$ cat config.mk
export PLATFORM = sky130hd
export DESIGN_NAME = led_channel_calibrator
export DESIGN_NICKNAME = d
export VERILOG_FILES = /design/src/rtl/ledcal_pkg.sv /design/src/rtl/window_minmax.sv /design/src/rtl/led_channel_calibrator.sv
export SDC_FILE = /design/constraint.sdc
export NUM_CORES = 1
export LEC_CHECK = 0
export ABC_AREA = 1
export BUFFER_PORTS_ARGS = -buffer_cell sky130_fd_sc_hd__buf_2
export CORE_ASPECT_RATIO = 1.2
export CORE_MARGIN = 4
export CORE_UTILIZATION = 45
export CTS_CLUSTER_SIZE = 25
export DETAILED_ROUTE_END_ITERATION = 8
export GPL_TIMING_DRIVEN = 1
export SLEW_MARGIN = 20
export SYNTH_ARGS = -nofsm -noshare
export SYNTH_HDL_FRONTEND = slang
export SYNTH_SLANG_ARGS = --single-unit
$ cat constraint.sdc
create_clock -name CLK -period 9.2 [get_ports CLK]
set_clock_uncertainty 0.15 [all_clocks]
set_input_delay 0.92 -clock CLK [delete_from_list [all_inputs] [get_ports CLK]]
set_output_delay 0.92 -clock CLK [all_outputs]
set_load 0.03 [all_outputs]
$ cat src/rtl/ledcal_pkg.sv
// rtl/ledcal_pkg.sv - shared states, default constants and midpoint helper for the LED channel calibrator
//
// Purpose : common definitions imported by led_channel_calibrator.
// Contents: state_e (controller states), DEF_* default parameter values,
//           midpoint() computing (a+b)>>1 with one extra bit of headroom.
package ledcal_pkg;

  typedef enum logic [2:0] {
    IDLE,
    DC_ACC,
    DC_ADJ,
    PGA_ACC,
    PGA_ADJ,
    NEXT_CH,
    RUN
  } state_e;

  localparam int DEF_NUM_CH   = 2;
  localparam int DEF_ADC_W    = 8;
  localparam int DEF_DC_W     = 7;
  localparam int DEF_PGA_W    = 4;
  localparam int DEF_DC_INIT  = 64;
  localparam int DEF_DC_WIN   = 10;
  localparam int DEF_PGA_WIN  = 50;
  localparam int DEF_DC_LO    = 110;
  localparam int DEF_DC_HI    = 140;
  localparam int DEF_CLIP_LO  = 5;
  localparam int DEF_CLIP_HI  = 250;
  localparam int DEF_SLOT_LEN = 10;

  // Widest sample the midpoint helper handles; narrower samples are zero-extended.
  localparam int MID_W = 16;

  // The sum is formed one bit wider than the samples so max+min cannot overflow.
  function automatic logic [MID_W:0] midpoint(input logic [MID_W-1:0] a,
                                              input logic [MID_W-1:0] b);
    logic [MID_W:0] sum;
    sum = {1'b0, a} + {1'b0, b};
    return sum >> 1;
  endfunction

endpackage

$ cat src/rtl/window_minmax.sv
// rtl/window_minmax.sv - running min/max of ADC samples over a window of win_len_i samples
//
// Purpose : tracks minimum and maximum of the samples taken while enable_i is high
//           and flags the last sample of the window.
// Ports   : clk_i, rst_i    - clock, asynchronous active-high reset
//           adc_i           - sample
//           clear_i         - restart window (min to all-ones, max to zero, count to zero)
//           enable_i        - take adc_i this cycle
//           win_len_i       - samples per window
//           min_o / max_o   - extremes seen so far in the window
//           done_o          - high on the cycle the final window sample is taken
module window_minmax #(
  parameter int DATA_W = 8,
  parameter int CNT_W  = 6
) (
  input  logic              clk_i,
  input  logic              rst_i,
  input  logic [DATA_W-1:0] adc_i,
  input  logic              clear_i,
  input  logic              enable_i,
  input  logic [CNT_W-1:0]  win_len_i,
  output logic [DATA_W-1:0] min_o,
  output logic [DATA_W-1:0] max_o,
  output logic              done_o
);

  logic [DATA_W-1:0] min_q, min_d;
  logic [DATA_W-1:0] max_q, max_d;
  logic [CNT_W-1:0]  cnt_q, cnt_d;

  assign done_o = enable_i && (cnt_q == (win_len_i - CNT_W'(1)));
  assign min_o  = min_q;
  assign max_o  = max_q;

  always_comb begin
    min_d = min_q;
    max_d = max_q;
    cnt_d = cnt_q;
    if (clear_i) begin
      min_d = '1;
      max_d = '0;
      cnt_d = '0;
    end else if (enable_i) begin
      // Min and max are independent: a single sample can move both.
      if (adc_i < min_q) min_d = adc_i;
      if (adc_i > max_q) max_d = adc_i;
      cnt_d = done_o ? '0 : cnt_q + CNT_W'(1);
    end
  end

  always_ff @(posedge clk_i or posedge rst_i) begin
    if (rst_i) begin
      min_q <= '1;
      max_q <= '0;
      cnt_q <= '0;
    end else begin
      min_q <= min_d;
      max_q <= max_d;
      cnt_q <= cnt_d;
    end
  end

endmodule

$ cat src/rtl/led_channel_calibrator.sv
// rtl/led_channel_calibrator.sv - DC/PGA calibration and round-robin sampling of NUM_CH LED channels
//
// Purpose : per channel, steps the DC compensation code until the signal midpoint sits in
//           [DC_LO, DC_HI], then raises PGA gain until clipping or full scale; afterwards
//           cycles through the channels applying stored settings and capturing one sample
//           per slot.
// Ports   : CLK, rst            - clock, asynchronous active-high reset
//           ADC                 - current sample
//           Find_setting        - start (or restart from RUN) calibration
//           LED_EN              - one-hot LED drive, zero when idle
//           DC_Comp, PGA_Gain   - applied DC and gain codes
//           CLK_Filter          - CLK divided by two
//           Ch_Value            - last captured sample per channel, channel k at [k*ADC_W +: ADC_W]
//           Value_valid         - per-channel pulse when Ch_Value updates
//           Cal_done            - high in RUN
//           Cal_err             - DC code saturated during that channel's calibration
//           Busy                - high during calibration
module led_channel_calibrator
  import ledcal_pkg::*;
#(
  parameter int NUM_CH   = DEF_NUM_CH,
  parameter int ADC_W    = DEF_ADC_W,
  parameter int DC_W     = DEF_DC_W,
  parameter int PGA_W    = DEF_PGA_W,
  parameter int DC_INIT  = DEF_DC_INIT,
  parameter int DC_WIN   = DEF_DC_WIN,
  parameter int PGA_WIN  = DEF_PGA_WIN,
  parameter int DC_LO    = DEF_DC_LO,
  parameter int DC_HI    = DEF_DC_HI,
  parameter int CLIP_LO  = DEF_CLIP_LO,
  parameter int CLIP_HI  = DEF_CLIP_HI,
  parameter int SLOT_LEN = DEF_SLOT_LEN
) (
  input  logic                    CLK,
  input  logic                    rst,
  input  logic [ADC_W-1:0]        ADC,
  input  logic                    Find_setting,
  output logic [NUM_CH-1:0]       LED_EN,
  output logic [DC_W-1:0]         DC_Comp,
  output logic [PGA_W-1:0]        PGA_Gain,
  output logic                    CLK_Filter,
  output logic [NUM_CH*ADC_W-1:0] Ch_Value,
  output logic [NUM_CH-1:0]       Value_valid,
  output logic                    Cal_done,
  output logic [NUM_CH-1:0]       Cal_err,
  output logic                    Busy
);

  localparam int CNT_W  = $clog2(((DC_WIN > PGA_WIN) ? DC_WIN : PGA_WIN) + 1);
  localparam int SLOT_W = $clog2(SLOT_LEN);
  localparam int CH_W   = (NUM_CH > 1) ? $clog2(NUM_CH) : 1;

  localparam logic [NUM_CH-1:0] LED_ONE   = NUM_CH'(1);
  localparam logic [CH_W-1:0]   LAST_CH   = CH_W'(NUM_CH - 1);
  localparam logic [SLOT_W-1:0] SLOT_CAP  = SLOT_W'(SLOT_LEN - 2);
  localparam logic [SLOT_W-1:0] SLOT_END  = SLOT_W'(SLOT_LEN - 1);
  localparam logic [DC_W-1:0]   DC_INIT_C = DC_W'(DC_INIT);
  localparam logic [MID_W:0]    AVG_LO    = (MID_W + 1)'(DC_LO);
  localparam logic [MID_W:0]    AVG_HI    = (MID_W + 1)'(DC_HI);
  localparam logic [ADC_W-1:0]  CLIP_LO_C = ADC_W'(CLIP_LO);
  localparam logic [ADC_W-1:0]  CLIP_HI_C = ADC_W'(CLIP_HI);

  state_e                  state_q, state_d;
  logic [CH_W-1:0]         ch_q, ch_d;
  logic [DC_W-1:0]         dc_comp_q, dc_comp_d;
  logic [PGA_W-1:0]        pga_q, pga_d;
  logic [NUM_CH-1:0]       led_q, led_d;
  logic [SLOT_W-1:0]       slot_q, slot_d;
  logic [NUM_CH*ADC_W-1:0] ch_value_q, ch_value_d;
  logic [NUM_CH-1:0]       valid_q, valid_d;
  logic [NUM_CH-1:0]       cal_err_q, cal_err_d;
  logic                    busy_q, busy_d;
  logic                    cal_done_q, cal_done_d;
  logic                    clk_filter_q;
  logic [DC_W-1:0]         dc_q   [NUM_CH];
  logic [DC_W-1:0]         dc_d   [NUM_CH];
  logic [PGA_W-1:0]        gain_q [NUM_CH];
  logic [PGA_W-1:0]        gain_d [NUM_CH];

  logic                    start;
  logic                    win_en;
  logic                    win_done;
  logic [CNT_W-1:0]        win_len;
  logic [ADC_W-1:0]        win_min;
  logic [ADC_W-1:0]        win_max;
  logic [MID_W:0]          avg;
  logic [CH_W-1:0]         ch_inc;
  logic [CH_W-1:0]         ch_run_nxt;

  // One window tracker serves both phases; it is held clear outside the
  // accumulate states, so each DC/PGA evaluation starts from an empty window.
  assign win_en  = (state_q == DC_ACC) || (state_q == PGA_ACC);
  assign win_len = (state_q == PGA_ACC) ? CNT_W'(PGA_WIN) : CNT_W'(DC_WIN);

  window_minmax #(
    .DATA_W (ADC_W),
    .CNT_W  (CNT_W)
  ) u_window (
    .clk_i     (CLK),
    .rst_i     (rst),
    .adc_i     (ADC),
    .clear_i   (!win_en),
    .enable_i  (win_en),
    .win_len_i (win_len),
    .min_o     (win_min),
    .max_o     (win_max),
    .done_o    (win_done)
  );

  assign avg        = midpoint(MID_W'(win_max), MID_W'(win_min));
  assign ch_inc     = ch_q + CH_W'(1);
  assign ch_run_nxt = (ch_q == LAST_CH) ? '0 : ch_inc;

  always_comb begin
    state_d    = state_q;
    ch_d       = ch_q;
    dc_comp_d  = dc_comp_q;
    pga_d      = pga_q;
    led_d      = led_q;
    slot_d     = slot_q;
    ch_value_d = ch_value_q;
    valid_d    = '0;
    cal_err_d  = cal_err_q;
    dc_d       = dc_q;
    gain_d     = gain_q;
    start      = 1'b0;

    case (state_q)
      IDLE: start = Find_setting;

      DC_ACC: if (win_done) state_d = DC_ADJ;

      DC_ADJ: begin
        if (avg < AVG_LO) begin
          if (dc_comp_q == '0) begin
            // Code cannot go lower: keep it, flag the channel and move on.
            cal_err_d[ch_q] = 1'b1;
            dc_d[ch_q]      = dc_comp_q;
            state_d         = PGA_ACC;
          end else begin
            dc_comp_d = dc_comp_q - DC_W'(1);
            state_d   = DC_ACC;
          end
        end else if (avg > AVG_HI) begin
          if (dc_comp_q == '1) begin
            cal_err_d[ch_q] = 1'b1;
            dc_d[ch_q]      = dc_comp_q;
            state_d         = PGA_ACC;
          end else begin
            dc_comp_d = dc_comp_q + DC_W'(1);
            state_d   = DC_ACC;
          end
        end else begin
          dc_d[ch_q] = dc_comp_q;
          state_d    = PGA_ACC;
        end
      end

      PGA_ACC: if (win_done) state_d = PGA_ADJ;

      PGA_ADJ: begin
        if ((win_min <= CLIP_LO_C) || (win_max >= CLIP_HI_C)) begin
          // Current gain clips: settle on the previous step.
          gain_d[ch_q] = (pga_q == '0) ? '0 : pga_q - PGA_W'(1);
          state_d      = NEXT_CH;
        end else if (pga_q == '1) begin
          gain_d[ch_q] = pga_q;
          state_d      = NEXT_CH;
        end else begin
          pga_d   = pga_q + PGA_W'(1);
          state_d = PGA_ACC;
        end
      end

      NEXT_CH: begin
        if (ch_q == LAST_CH) begin
          state_d   = RUN;
          ch_d      = '0;
          slot_d    = '0;
          led_d     = LED_ONE;
          dc_comp_d = dc_d[0];
          pga_d     = gain_d[0];
        end else begin
          state_d   = DC_ACC;
          ch_d      = ch_inc;
          led_d     = LED_ONE << ch_inc;
          dc_comp_d = DC_INIT_C;
          pga_d     = '0;
        end
      end

      RUN: begin
        start = Find_setting;
        // Capture one cycle before the slot ends so Ch_Value and Value_valid
        // are presented during the slot's last cycle, with the LED still on.
        if (slot_q == SLOT_CAP) begin
          for (int k = 0; k < NUM_CH; k++) begin
            if (ch_q == CH_W'(k)) begin
              ch_value_d[k*ADC_W +: ADC_W] = ADC;
              valid_d[k]                   = 1'b1;
            end
          end
        end
        if (slot_q == SLOT_END) begin
          slot_d    = '0;
          ch_d      = ch_run_nxt;
          led_d     = LED_ONE << ch_run_nxt;
          dc_comp_d = dc_q[ch_run_nxt];
          pga_d     = gain_q[ch_run_nxt];
        end else begin
          slot_d = slot_q + SLOT_W'(1);
        end
      end

      default: state_d = IDLE;
    endcase

    // Start overrides whatever RUN was about to do this cycle.
    if (start) begin
      state_d    = DC_ACC;
      ch_d       = '0;
      dc_comp_d  = DC_INIT_C;
      pga_d      = '0;
      led_d      = LED_ONE;
      slot_d     = '0;
      cal_err_d  = '0;
      ch_value_d = ch_value_q;
      valid_d    = '0;
    end

    busy_d     = (state_d == DC_ACC) || (state_d == DC_ADJ) || (state_d == PGA_ACC) ||
                 (state_d == PGA_ADJ) || (state_d == NEXT_CH);
    cal_done_d = (state_d == RUN);
  end

  always_ff @(posedge CLK or posedge rst) begin
    if (rst) begin
      state_q      <= IDLE;
      ch_q         <= '0;
      dc_comp_q    <= DC_INIT_C;
      pga_q        <= '0;
      led_q        <= '0;
      slot_q       <= '0;
      ch_value_q   <= '0;
      valid_q      <= '0;
      cal_err_q    <= '0;
      busy_q       <= 1'b0;
      cal_done_q   <= 1'b0;
      clk_filter_q <= 1'b0;
      for (int k = 0; k < NUM_CH; k++) begin
        dc_q[k]   <= DC_INIT_C;
        gain_q[k] <= '0;
      end
    end else begin
      state_q      <= state_d;
      ch_q         <= ch_d;
      dc_comp_q    <= dc_comp_d;
      pga_q        <= pga_d;
      led_q        <= led_d;
      slot_q       <= slot_d;
      ch_value_q   <= ch_value_d;
      valid_q      <= valid_d;
      cal_err_q    <= cal_err_d;
      busy_q       <= busy_d;
      cal_done_q   <= cal_done_d;
      clk_filter_q <= ~clk_filter_q;
      dc_q         <= dc_d;
      gain_q       <= gain_d;
    end
  end

  assign LED_EN      = led_q;
  assign DC_Comp     = dc_comp_q;
  assign PGA_Gain    = pga_q;
  assign CLK_Filter  = clk_filter_q;
  assign Ch_Value    = ch_value_q;
  assign Value_valid = valid_q;
  assign Cal_done    = cal_done_q;
  assign Cal_err     = cal_err_q;
  assign Busy        = busy_q;

endmodule

Yosys cells after proc, flatten, opt, wreduce, memory -nomap -nowiden
Cells that the tools add are included.

Register bits: 88. Bits of input ports: 11. Output and inout bits: 36. Logic and storage cells: 184.

$add $sub $neg: 9. Order comparisons: 11. Equality and inequality tests: 29. Shift-type cells: 2. Mux-type cells: 78. Bitwise logic cells: 6. Reductions and logical operators: 29.

Operator list (count): $mux 7 (11); $mux 14 (4); $mux 4 (13); $mux 8 (6); $mux 2 (14); $mux 3 (8); $pmux 7 s3 (1); $eq 3x3->1 const B (6); $mux 6 (3); $pmux 3 s6 (1); $bwmux 8 (2); $reduce_and 4->1 (4); $bwmux 14 (1); $eq 3x2->1 const B (4); $eq 4x4->1 const B (3); $ne 3x3->1 const B (4); $ne 4x4->1 const B (3); $pmux 4 s3 (1); $add 8x8->9 (1); $reduce_bool 3->1 (3); $add 4x1->4 const B (2); $ge 8x8->1 const B (1); $gt 8x8->1 (1); $gt 8x8->1 const B (1); other kinds (41) (66).

Logic depth before layout (Yosys ltp)
Gate-level depths: netlist of run 1.

Depth in word-level cells: 13. Mapped depth: 25. Depth with buffers taken out: 25.

Hierarchy
A second synthesis of run 1 with hierarchy kept.

Cells, all modules: 724. Area total of the unflattened synthesis: 5471.5 um^2.

By module, submodules not included: led_channel_calibrator (times used 1, cells each 499, area each 3813.7 um^2, sequential area each 1630.3 um^2); window_minmax (times used 1, cells each 225, area each 1657.8 um^2, sequential area each 560.5 um^2).

Least setup slack after synthesis of run 1
OpenSTA, ideal clock, no wires.

Path kind: register to register. Start point: reg u_window.min_q[1] (netlist: u_window.min_o[1]). End point: reg dc_comp_q[5] (netlist: DC_Comp[5]). Library setup time: 0.117 ns. Arrival: 2.915 ns. Setup slack: 6.018 ns. Stages on the path, launching flop included: 25. Path buffers: 0. Clock period less this slack: 3.182 ns. Path through: dfstp_2 -> inv_1 -> fa_1 -> inv_1 -> nand2_1 -> nand2_1 -> nand3_1 -> nand3_1 -> nand2_1 -> nor2_2 -> nand2_2 -> nand2_2 -> inv_2 -> ha_1 -> a21oi_1 -> nand2_1 -> nand2_1 -> nand2_1 -> a21oi_1 -> xor2_1 -> nand2_1 -> nand3_1 -> inv_1 -> nand2_1 -> nand2_1.

Word-level cells in the longest chain between the ends: 5. Elaborated cells between the ends (all ways): 10. Those cells by class: add/sub (1); order compare (2); eq/ne (3); mux (3); reduce/logical (1).

RTL lines: from (decl) (RTL line window_minmax.sv:27) `logic [DATA_W-1:0] min_q, min_d;`; from (signal assigned) (RTL line window_minmax.sv:57) `min_q <= min_d;`; $add 8x8->9 * (RTL line ledcal_pkg.sv:38) `sum = {1'b0, a} + {1'b0, b};`; $lt 8x7->1 (RTL line led_channel_calibrator.sv:134) `if (avg < AVG_LO) begin`; $mux 7 (RTL line led_channel_calibrator.sv:134); $pmux 7 s3 (RTL line led_channel_calibrator.sv:128) `case (state_q)`; $mux 7 (RTL line led_channel_calibrator.sv:219) `if (start) begin`; to (signal assigned) (RTL line led_channel_calibrator.sv:257) `dc_comp_q <= dc_comp_d;`; to (decl) (RTL line led_channel_calibrator.sv:65) `logic [DC_W-1:0] dc_comp_q, dc_comp_d;`.

Mark *: on every way between the ends. The rest lies on a longest branch, timed or not. A chain may end at the register's enable or synchronous reset.

Final worst setup path of run 1
Ends and elaborated chain as after synthesis.

==> out/qor.csv, run 1 <==
metric;value;unit
placed_cells;797;
worstSetupStartpointType;flip-flop;
wl_met1;5260;um
cts_tree;done;
layout_min_cycle_time;3.52;ns
grt-ovfl-total;0;
ys_types;45;
place_congestion;0.936;
fin_crit_sh;0.382;
grt_pass1_wl;20400;um
synth_edf_count;0;
die_x;105;um
finalHoldViolations;0;
clk_latency;0.34;ns
dpl.hpwl;9360;um
ctsResizeCount;0;
die-area;13000;um^2
slew_headroom;0.281;
postCtsSetupRepairBufs;0;
power.internal;1.22;mW
routedWlPerCell;15.2;um
synthArstFlopShare;1.00;
critPathMaxFanout;8;
num_vias;4392;
synth_seq_cells;87;
wl_met2;6550;um
ys_seq_area_frac;0.433;
maxSlewViolCount;0;
std_cell_rows;42;
drtAntennaViolNets;0;
clock.fmax;0.284;GHz
clock_power_share;0.186;
setup_viol;0;
root_buffer;clkbuf_16;
route.met3.wl;422;um
seqPwrFrac;0.269;
path_class;flip-flop to flip-flop;
syn_nets;673;
hold_path.class;flip-flop to flip-flop;
cts-hold-fix-buffers;0;
syn2layout_area_growth;13.4;%
antenna_found_initial;0;
clockBufferDepth;2;
wl;12400;um
dr.pass1.iters;6;
final_cell_mix;nand2_1, inv_1, dfrtp_1, o21ai_0, buf_2;
syn_inst;629;
avgSynthCellArea;8.05;um^2
end_kind;flip-flop;
netlist_area;5060;um^2
outcome;finished clean;
grt_pass1_vias;4248;
leakagePower;3.00;nW
tns;0;ns
port-buffer-count;46;
peakVddDrop;0.000158;V
core_area;11000;um^2
numCtsBuffers;9;
ys.flop_type;dfrtp_1;
antenna_cells;0;
grt_usage;0.197;
final_cells;813;
rsz0062_at_grt;no;
grt_start_max_net_pins;51;
yosysWarningCount;0;
dieHeight;124;um
cp.required;9.28;ns
drt_iter0_drc;175;
cts_sinks;87;
cts.htree.levels;3;
pwr-share-comb;0.545;
top_layer_used;met4;
powerDensity;397;nW/um^2
path_clk_slew;0.07;ns
drive_above_1_share;0.154;
drv_cap;0;
io_pins;47;
cp.arrival;3.60;ns
drcViolationCount;0;
final_common_cell;nand2_1;
nets;720;
power.switching;1.05;mW
start_util;0.459;
via_per_inst;5.40;
sw_frac_of_total;0.463;
worstMarginPinSlew;1.07;ns
==> path summary, 6_finish.rpt <==
kind                                   start    endpoint  slack, ns  cells past startpoint
setup / recovery           u_window.min_o[1]  DC_Comp[5]       5.68                     24
hold / removal                    CLK_Filter  CLK_Filter       0.26                      1
setup reg to reg           u_window.min_o[1]  DC_Comp[5]       5.68                     24
hold reg to reg                   CLK_Filter  CLK_Filter       0.26                      1
max in group asynchronous                rst  state_q[0]       7.30                      3
min in group asynchronous                rst  DC_Comp[4]       0.49                      2
==> synthesized netlist by cell type (2+ instances only) <==
master      n  area share
nor4_1      3      0.0037
ha_1       31       0.077
o21ai_0    47       0.046
inv_1      94       0.070
o31ai_1     2      0.0030
dfstp_2    11       0.057
buf_4       2      0.0030
nor2_2      3      0.0037
xor2_1      4      0.0069
a21oi_1    29       0.029
nand3_1    30       0.030
inv_2       3      0.0022
a31oi_1     2      0.0025
a221oi_1    8       0.014
nand2_4     2      0.0044
o22ai_1     9       0.011
nand2_1   147        0.11
nand2_2     5      0.0062
fa_1        2      0.0079
or2_2       3      0.0037
o21ai_2     7       0.012
dfrtp_1    76        0.38
a221o_1     2      0.0040
or2_1       2      0.0025
buf_6       2      0.0044
a211oi_1    2      0.0030
o211ai_1    7       0.010
nand4_1    10       0.012
buf_2       5      0.0049
nor3_1     12       0.012
clkbuf_1    2      0.0015
nand3_2     4      0.0079
o21ai_1    12       0.012
nor2_1     38       0.028
==> layout make-up <==
cell class,count,area [um^2]
fill,1070,5290
multi-input combinational,434,2440
sequential,87,2190
inverter,97,365
clock buffer,10,239
timing repair buffer,47,238
tap,132,165
clock inverter,6,108
==> through the flow <==
step / worst slack [ns] / area (um^2) / util / total power, mW / hold slack (ns)
after global placement: 5.83 / 5400 / 0.489 / 1.82 / 0.250
after detailed placement: 5.77 / 5400 / 0.489 / 1.85 / 0.256
after global routing: 5.40 / 5740 / 0.520 / 2.50 / 0.303
after CTS: 5.72 / 5740 / 0.520 / 2.29 / 0.266
after floorplan: 5.90 / 5060 / - / 1.58 / 0.299
final: 5.68 / 5740 / 0.520 / 2.28 / 0.262
==> registers in the layout, summed over array words and instances (netlist names) <==
| register | flops |
|---|---|
| Ch_Value | 16 |
| dc_q | 14 |
| gain_q | 8 |
| u_window.max_o | 8 |
| u_window.min_o | 8 |
| DC_Comp | 7 |
| u_window.cnt_q | 6 |
| PGA_Gain | 4 |
| slot_q | 4 |
| state_q | 3 |
| Cal_err | 2 |
| Value_valid | 2 |
| Busy | 1 |
| CLK_Filter | 1 |
| Cal_done | 1 |
| LED_EN | 1 |
| ch_q | 1 |
==> metal layers <==
layer	vias to the layer above	global-route usage
met1	2112	0.232
met4	0	0.0566
met5	-	0
li1	2185	-
met3	12	0.0389
met2	83	0.366
==> power by group through the flow <==
| stage | combinational, mW | clock [mW] | sequential, mW |
|---|---|---|---|
| floorplan | 0.936 | 0 | 0.645 |
| global placement | 1.21 | 0 | 0.615 |
| detailed placement | 1.23 | 0 | 0.620 |
| CTS | 1.24 | 0.430 | 0.614 |
| global route | 1.43 | 0.448 | 0.628 |
| finish | 1.24 | 0.423 | 0.614 |
==> critical path: stages, from the launching register on <==
cell     delay (ns)
dfstp_2        0.53
inv_1          0.08
fa_1           0.44
inv_1          0.09
nand2_1        0.05
nand2_1        0.07
nand3_1        0.09
nand3_1        0.09
nand2_1        0.09
nor2_2         0.12
nand2_2        0.08
nand2_2        0.08
inv_2          0.09
ha_1           0.36
a21oi_1        0.17
nand2_1        0.08
nand2_1        0.09
nand2_1        0.05
a21oi_1        0.15
xor2_1         0.17
nand2_1        0.06
nand3_1        0.08
inv_1          0.05
nand2_1        0.05
nand2_1        0.05
==> cells by family (layout without fill, tap and decap cells) <==
logic type,after synthesis,in the layout,synth area share
simple gates,262,262,0.229
xor+xnor,5,5,0.00865
fa+ha+maj,33,33,0.0845
buf+inv,108,160,0.0858
flops,87,87,0.433
compound gates,134,134,0.160
Note: power is estimated with default switching activity, not from simulation.
==> inputs of run 2 (changes only) <==
- PLACE_DENSITY: not set -> 0.66
- clock period: 9.2 -> 2.91 ns (I/O delays scaled with it)
==> run 2 against run 1 <==
The run now ends with setup timing left; worst hold slack got worse by 0.14 ns; non-clock buffer count rose by 47; first-iteration DRC count rose by 9.7%; global-route usage rose by 1.7 points; die area did not move; core utilization rose by 5.6 points; sequential share of layout area fell by 3.7 points; total power rose to 3.9 times the previous value; largest power group unchanged.
==> out/qor.csv, run 2 (same netlist as run 1, synthesis figures left out) <==
metric;value;unit
routedWlPerCell;15.9;um
place_congestion;0.889;
cp.arrival;3.31;ns
largest_reg_flops;16;
port-buffer-count;46;
numCtsBuffers;9;
wl;13700;um
cp.required;3.00;ns
grt_usage;0.214;
cts_sinks;87;
via_per_inst;5.43;
setup_ws;-0.315;ns
std_cell_rows;42;
cts_tree;done;
core_area;11000;um^2
powerDensity;1380;nW/um^2
layout_min_cycle_time;3.22;ns
clock.fmax;0.310;GHz
path_clk_slew;0.07;ns
drtAntennaViolNets;0;
cp.depth;24;
die_x;105;um
rsz0062_at_grt;yes;
end_kind;flip-flop;
syn2layout_area_growth;25.6;%
fin_crit_sh;1.11;
nets;769;
io_pins;47;
die-area;13000;um^2
worstHoldPathCells;3;
slew_headroom;0.465;
cp_cell_sequence;nand2_2 -> fa_2 -> inv_2 -> nand2_2 -> nand2_2 -> nand3_2 -> nand2_1 -> nand3b_1 -> nand2_1 -> nand2_2 -> nand2_2 -> clkinv_4 -> ha_4 -> a21oi_2 -> nand2_2 -> nand2_2 -> nand2_1 -> a21oi_2 -> xor2_1 -> nand2_1 -> nand3_1 -> inv_1 -> nand2_1 -> nand2_1;
clockBufferDepth;2;
antenna_found_initial;0;
cpMaxStageDelayCell;dfstp_2;
place_area;5660;um^2
hold_ws;0.123;ns
start_util;0.459;
top_layer_used;met4;
worst-r2r-cell-count;24;
final_core_util;0.576;
antenna_cells;0;
grt_pass1_wl;22200;um
drive_above_1_share;0.273;
clk_latency;0.35;ns
hold_path.class;primary input to flip-flop;
critPathBufInv;3;
final_cell_mix;nand2_1, inv_1, dfrtp_1, o21ai_0;
peakVddDrop;0.000812;V
tns;-3.18;ns
drcViolationCount;0;
dieHeight;124;um
grt-ovfl-total;0;
outcome;finished, violations left;
path_class;flip-flop to flip-flop;
drv_cap;0;
violations;setup timing;
r2r_slack;-0.31;ns
grt_start_max_net_pins;47;
dr.pass1.iters;4;
wl_met1;5520;um
critPathMaxFanout;7;
power.total;8.80;mW
final_common_cell;nand2_1;
worstSetupStartpointType;flip-flop;
leakagePower;3.21;nW
num_vias;4683;
finalHoldViolations;0;
cts.htree.levels;3;
setup_viol;23;
maxSlewViolCount;0;
crit_family;simple AND/OR/NAND/NOR gates;
slowest_delay;0.54;ns
post-route-cell-area;6360;um^2
grt_pass1_vias;4702;
drt_iter0_drc;192;
worstMarginPinSlew;0.802;ns
wl_met2;7440;um
crit_top_cell;nand2_2;
dpl.hpwl;9670;um
route.met3.wl;423;um
root_buffer;clkbuf_16;
## run 2: cell count changes in the layout (fill, tap and decap cells not counted), sizes merged
cell         change
clkinvlp         +1
inv              -2
dlygate4sd3      +1
buf             +46
bufinv           -3
nand2            +2
clkinv           +4
## run 2: worst reg2reg max path: stages, from the launching register on
cell	delay [ns]
dfstp_2	0.54
nand2_2	0.07
fa_2	0.38
inv_2	0.08
nand2_2	0.05
nand2_2	0.07
nand3_2	0.05
nand2_1	0.08
nand3b_1	0.08
nand2_1	0.08
nand2_2	0.06
nand2_2	0.09
clkinv_4	0.10
ha_4	0.25
a21oi_2	0.16
nand2_2	0.09
nand2_2	0.07
nand2_1	0.08
a21oi_2	0.14
xor2_1	0.15
nand2_1	0.08
nand3_1	0.09
inv_1	0.04
nand2_1	0.05
nand2_1	0.04
## run 2: final cells by class
class	count	area, um^2
Clock inverter	6	46.3
Multi-Input combinational cell	436	2730
Clock buffer	10	239
Timing Repair Buffer	94	606
Fill cell	1003	4680
Tap cell	132	165
Sequential cell	87	2190
Inverter	97	383
## run 2: repair_timing
| action | in CTS | in global routing |
|---|---|---|
| buffers inserted | 11 | 5 |
| pin swaps | 16 | 16 |
| cloned | 0 | 2 |
| resized for setup | 11 | 47 |
| hold endpoints to repair | 40 | 0 |
| setup endpoints to repair | 5 | 26 |
| hold buffers | 1 | 0 |
## run 2: worst paths after layout
check | from | endpoint
hold / removal | ADC[3] | Ch_Value[11]
min in group asynchronous | rst | Ch_Value[14]
hold reg to reg | CLK_Filter | CLK_Filter
setup reg to reg | u_window.min_o[0] | DC_Comp[5]
setup / recovery | u_window.min_o[0] | DC_Comp[5]
max in group asynchronous | rst | dc_q[13]
## run 2: power by group
group	leakage, nW	internal [mW]	total [mW]	switching (mW)
combinational	1.96	2.57	5.72	3.16
sequential	1.12	1.60	1.96	0.363
clock	0.135	0.605	1.11	0.508
## run 2: per-stage QoR
stage / cells / setup WS [ns]
finish: 862 / -0.315
global route: 862 / -0.536
CTS: 855 / -0.201
detailed placement: 827 / -0.230
global placement: 827 / -0.160
floorplan: 629 / -0.0720
## run 2: per-layer routing
metal	up-vias	track usage
li1	2293	-
met1	2267	0.235
met2	93	0.411
met3	30	0.0353
met4	0	0.0837
met5	-	0
==> inputs of run 3 (changes only) <==
- PLACE_DENSITY: 0.66 -> 0.65
- SLEW_MARGIN: 20 -> not set
- SYNTH_HIERARCHICAL: not set -> 1
==> run 3 against run 2 <==
The run still ends with setup timing left; synthesized cell count increased by 15%; clock power increased by 16%; flip-flop and latch count is the same; sequential share of layout area is 2.4 points lower; synthesized area is 8.1% higher; total power up 1.6%; count of clock-buffer cells in the layout down 1; cell area up 7.4%.
==> out/qor.csv, run 3 <==
metric;value;unit
setup_viol;5;
drtAntennaViolNets;0;
dr.pass1.iters;5;
fillerInstances;1098;
final_common_cell;nand2_1;
drcViolationCount;0;
synth_edf_count;0;
grt_pass1_wl;23100;um
clock_power_share;0.144;
multi_input_area;2950;um^2
clk_latency;0.35;ns
dieHeight;129;um
r2r_start;u_window/min_o[1];
cp.required;3.05;ns
place_congestion;0.938;
drive_above_1_share;0.237;
std_cell_rows;43;
grt-ovfl-total;0;
root_buffer;clkbuf_16;
outcome;finished, violations left;
yosysWarningCount;6;
path_class;flip-flop to flip-flop;
port-buffer-count;46;
final_cell_mix;nand2_1, inv_1, dfrtp_1, buf_4;
avgSynthCellArea;7.56;um^2
hold_ws;0.101;ns
start_util;0.467;
area.sequential;2190;um^2
synth_seq_cells;87;
grt_start_max_net_pins;29;
powerDensity;1310;nW/um^2
wl;14100;um
worstMarginPinSlew;0.856;ns
seqPwrFrac;0.213;
place_area;6190;um^2
clock.fmax;0.300;GHz
end_kind;flip-flop;
worst-r2r-cell-count;23;
layout_min_cycle_time;3.33;ns
slew_headroom;0.429;
synthArstFlopShare;1.00;
syn_inst;724;
antenna_found_initial;0;
min_from;ADC[0];
rsz0062_at_grt;yes;
worstSetupStartpointType;flip-flop;
cts_sinks;87;
path_clk_slew;0.07;ns
ys_types;46;
pwr-share-comb;0.642;
power.total;8.94;mW
netlist_area;5470;um^2
fin_crit_sh;1.15;
core_area;11700;um^2
synth_top_cells_by_area;dfrtp_1, nand2_1, inv_1, ha_1, dfstp_2;
num_vias;5186;
grt_pass1_vias;5081;
finalHoldViolations;0;
critPathMaxFanout;5;
cts_tree;done;
synth_common_cells;nand2_1, inv_1, dfrtp_1;
dpl.hpwl;10300;um
r2r_slack;-0.42;ns
antenna_cells;0;
die_x;109;um
tns;-1.24;ns
largest_reg_flops;16;
peakVddDrop;0.000779;V
maxSlewViolCount;0;
drv_cap;0;
post-route-cell-area;6830;um^2
clockBufferDepth;2;
cp.arrival;3.47;ns
ys.flop_type;dfrtp_1;
synth_most_common_cell;nand2_1;
setup_ws;-0.423;ns
io_pins;47;
drt_iter0_drc;257;
power.internal;4.98;mW
hold_path.class;primary input to flip-flop;
r2r_end;DC_Comp[6];
cts.htree.levels;3;
sw_frac_of_total;0.443;
ys_seq_area_frac;0.400;
leakagePower;3.65;nW
numCtsBuffers;9;
routedWlPerCell;14.2;um
worstHoldPathCells;3;
syn2layout_area_growth;24.8;%
violations;setup timing;
worstHoldEndpoint;u_window/max_o[0];
power.switching;3.96;mW
via_per_inst;5.21;
synth_largest_area_cell;dfrtp_1;
nets;877;
grt_usage;0.206;
die-area;14000;um^2
synth_top_area_frac;0.348;
[run 3: cell types whose count changed in the layout (fill, tap and decap cells not counted), moves of 7 or more]
cell      delta
nand2_1     +55
inv_1       +21
nand3_1     +21
o21ai_0     -10
o21ai_1     +10
conb_1       +9
o22ai_1      -9
o21ai_2      -7
o221ai_1     +7
or2_2        +7
[run 3: layer usage]
layer	vias up	global-route usage	wire (um)
li1	2542	-	-
met1	2502	0.237	5780
met2	121	0.384	7500
met3	21	0.0266	557
met4	0	0.0788	271
met5	-	0	0
[run 3: critical path, stage by stage, from the launching register on]
cell and delay [ns]:
dfstp_2 0.55, inv_2 0.04, fa_2 0.38, inv_2 0.08
nand2_2 0.05, nand2_2 0.06, nand3_2 0.08, nand3_2 0.09
nand2_2 0.07, nor2_2 0.12, nand2_2 0.08, nand2_4 0.10
inv_8 0.05, fa_2 0.37, nand3_2 0.08, nand3_2 0.07
nand2_1 0.07, nand2_1 0.07, a21oi_2 0.15, xor2_1 0.22
nor2_1 0.07, o21ai_1 0.14, nand2_1 0.06, o21ai_1 0.08
[run 3: what timing repair did]
action / 4_1_cts / 5_1_grt
setup endpoints to repair: 4 / 23
resized for setup: 13 / 36
hold buffers: 1 / 0
hold endpoints to repair: 26 / 0
setup buffers: 4 / 9
pin swaps: 15 / 21
[run 3: area by class of cell]
type,count,share of cell area
Multi-Input combinational cell,511,0.432
Sequential cell,87,0.321
Timing Repair Buffer,104,0.103
Inverter,120,0.0671
Clock buffer,9,0.0330
Tap cell,157,0.0288
Clock inverter,7,0.0150
[run 3: cell families (layout without fill, tap and decap cells)]
family	count (synthesis)	after routing	synth area share
flip-flops	87	87	0.400
adder cells (fa/ha/maj)	33	33	0.0782
AO/OA/AOI/OAI	114	114	0.120
multiplexers	2	2	0.00412
XOR/XNOR	17	17	0.0272
AND/OR/NAND/NOR	336	336	0.270
buffers and inverters	133	240	0.0988
other	2	9	0.00137
[run 3: worst max path at each step]
| stage | start | end | cells past startpoint |
|---|---|---|---|
| 6_report | u_window/min_o[1] | DC_Comp[6] | 23 |
| 5_1_grt | u_window/min_o[1] | DC_Comp[6] | 24 |
| 4_1_cts | u_window/min_o[0] | DC_Comp[6] | 23 |
| 3_5_place_dp | u_window/min_o[0] | DC_Comp[6] | 23 |
| 3_3_place_gp | u_window/min_o[0] | DC_Comp[6] | 24 |
| 2_1_floorplan | u_window/min_o[1] | DC_Comp[6] | 24 |
[run 3: power by group through the flow]
stage / Sequential, mW / Combinational, mW / Clock (mW)
2_1_floorplan: 2.04 / 3.06 / 0
3_3_place_gp: 1.89 / 4.64 / 0
3_5_place_dp: 1.90 / 4.79 / 0
4_1_cts: 1.89 / 5.22 / 1.30
5_1_grt: 1.96 / 6.36 / 1.35
6_report: 1.91 / 5.74 / 1.29
[run 3: per-stage QoR]
step / worst slack (ns) / cells / utilization
2_1_floorplan: -0.161 / 731 / -
5_1_grt: -0.586 / 995 / 0.582
6_report: -0.423 / 995 / 0.582
3_5_place_dp: -0.292 / 965 / 0.528
4_1_cts: -0.297 / 986 / 0.564
3_3_place_gp: -0.229 / 965 / 0.528
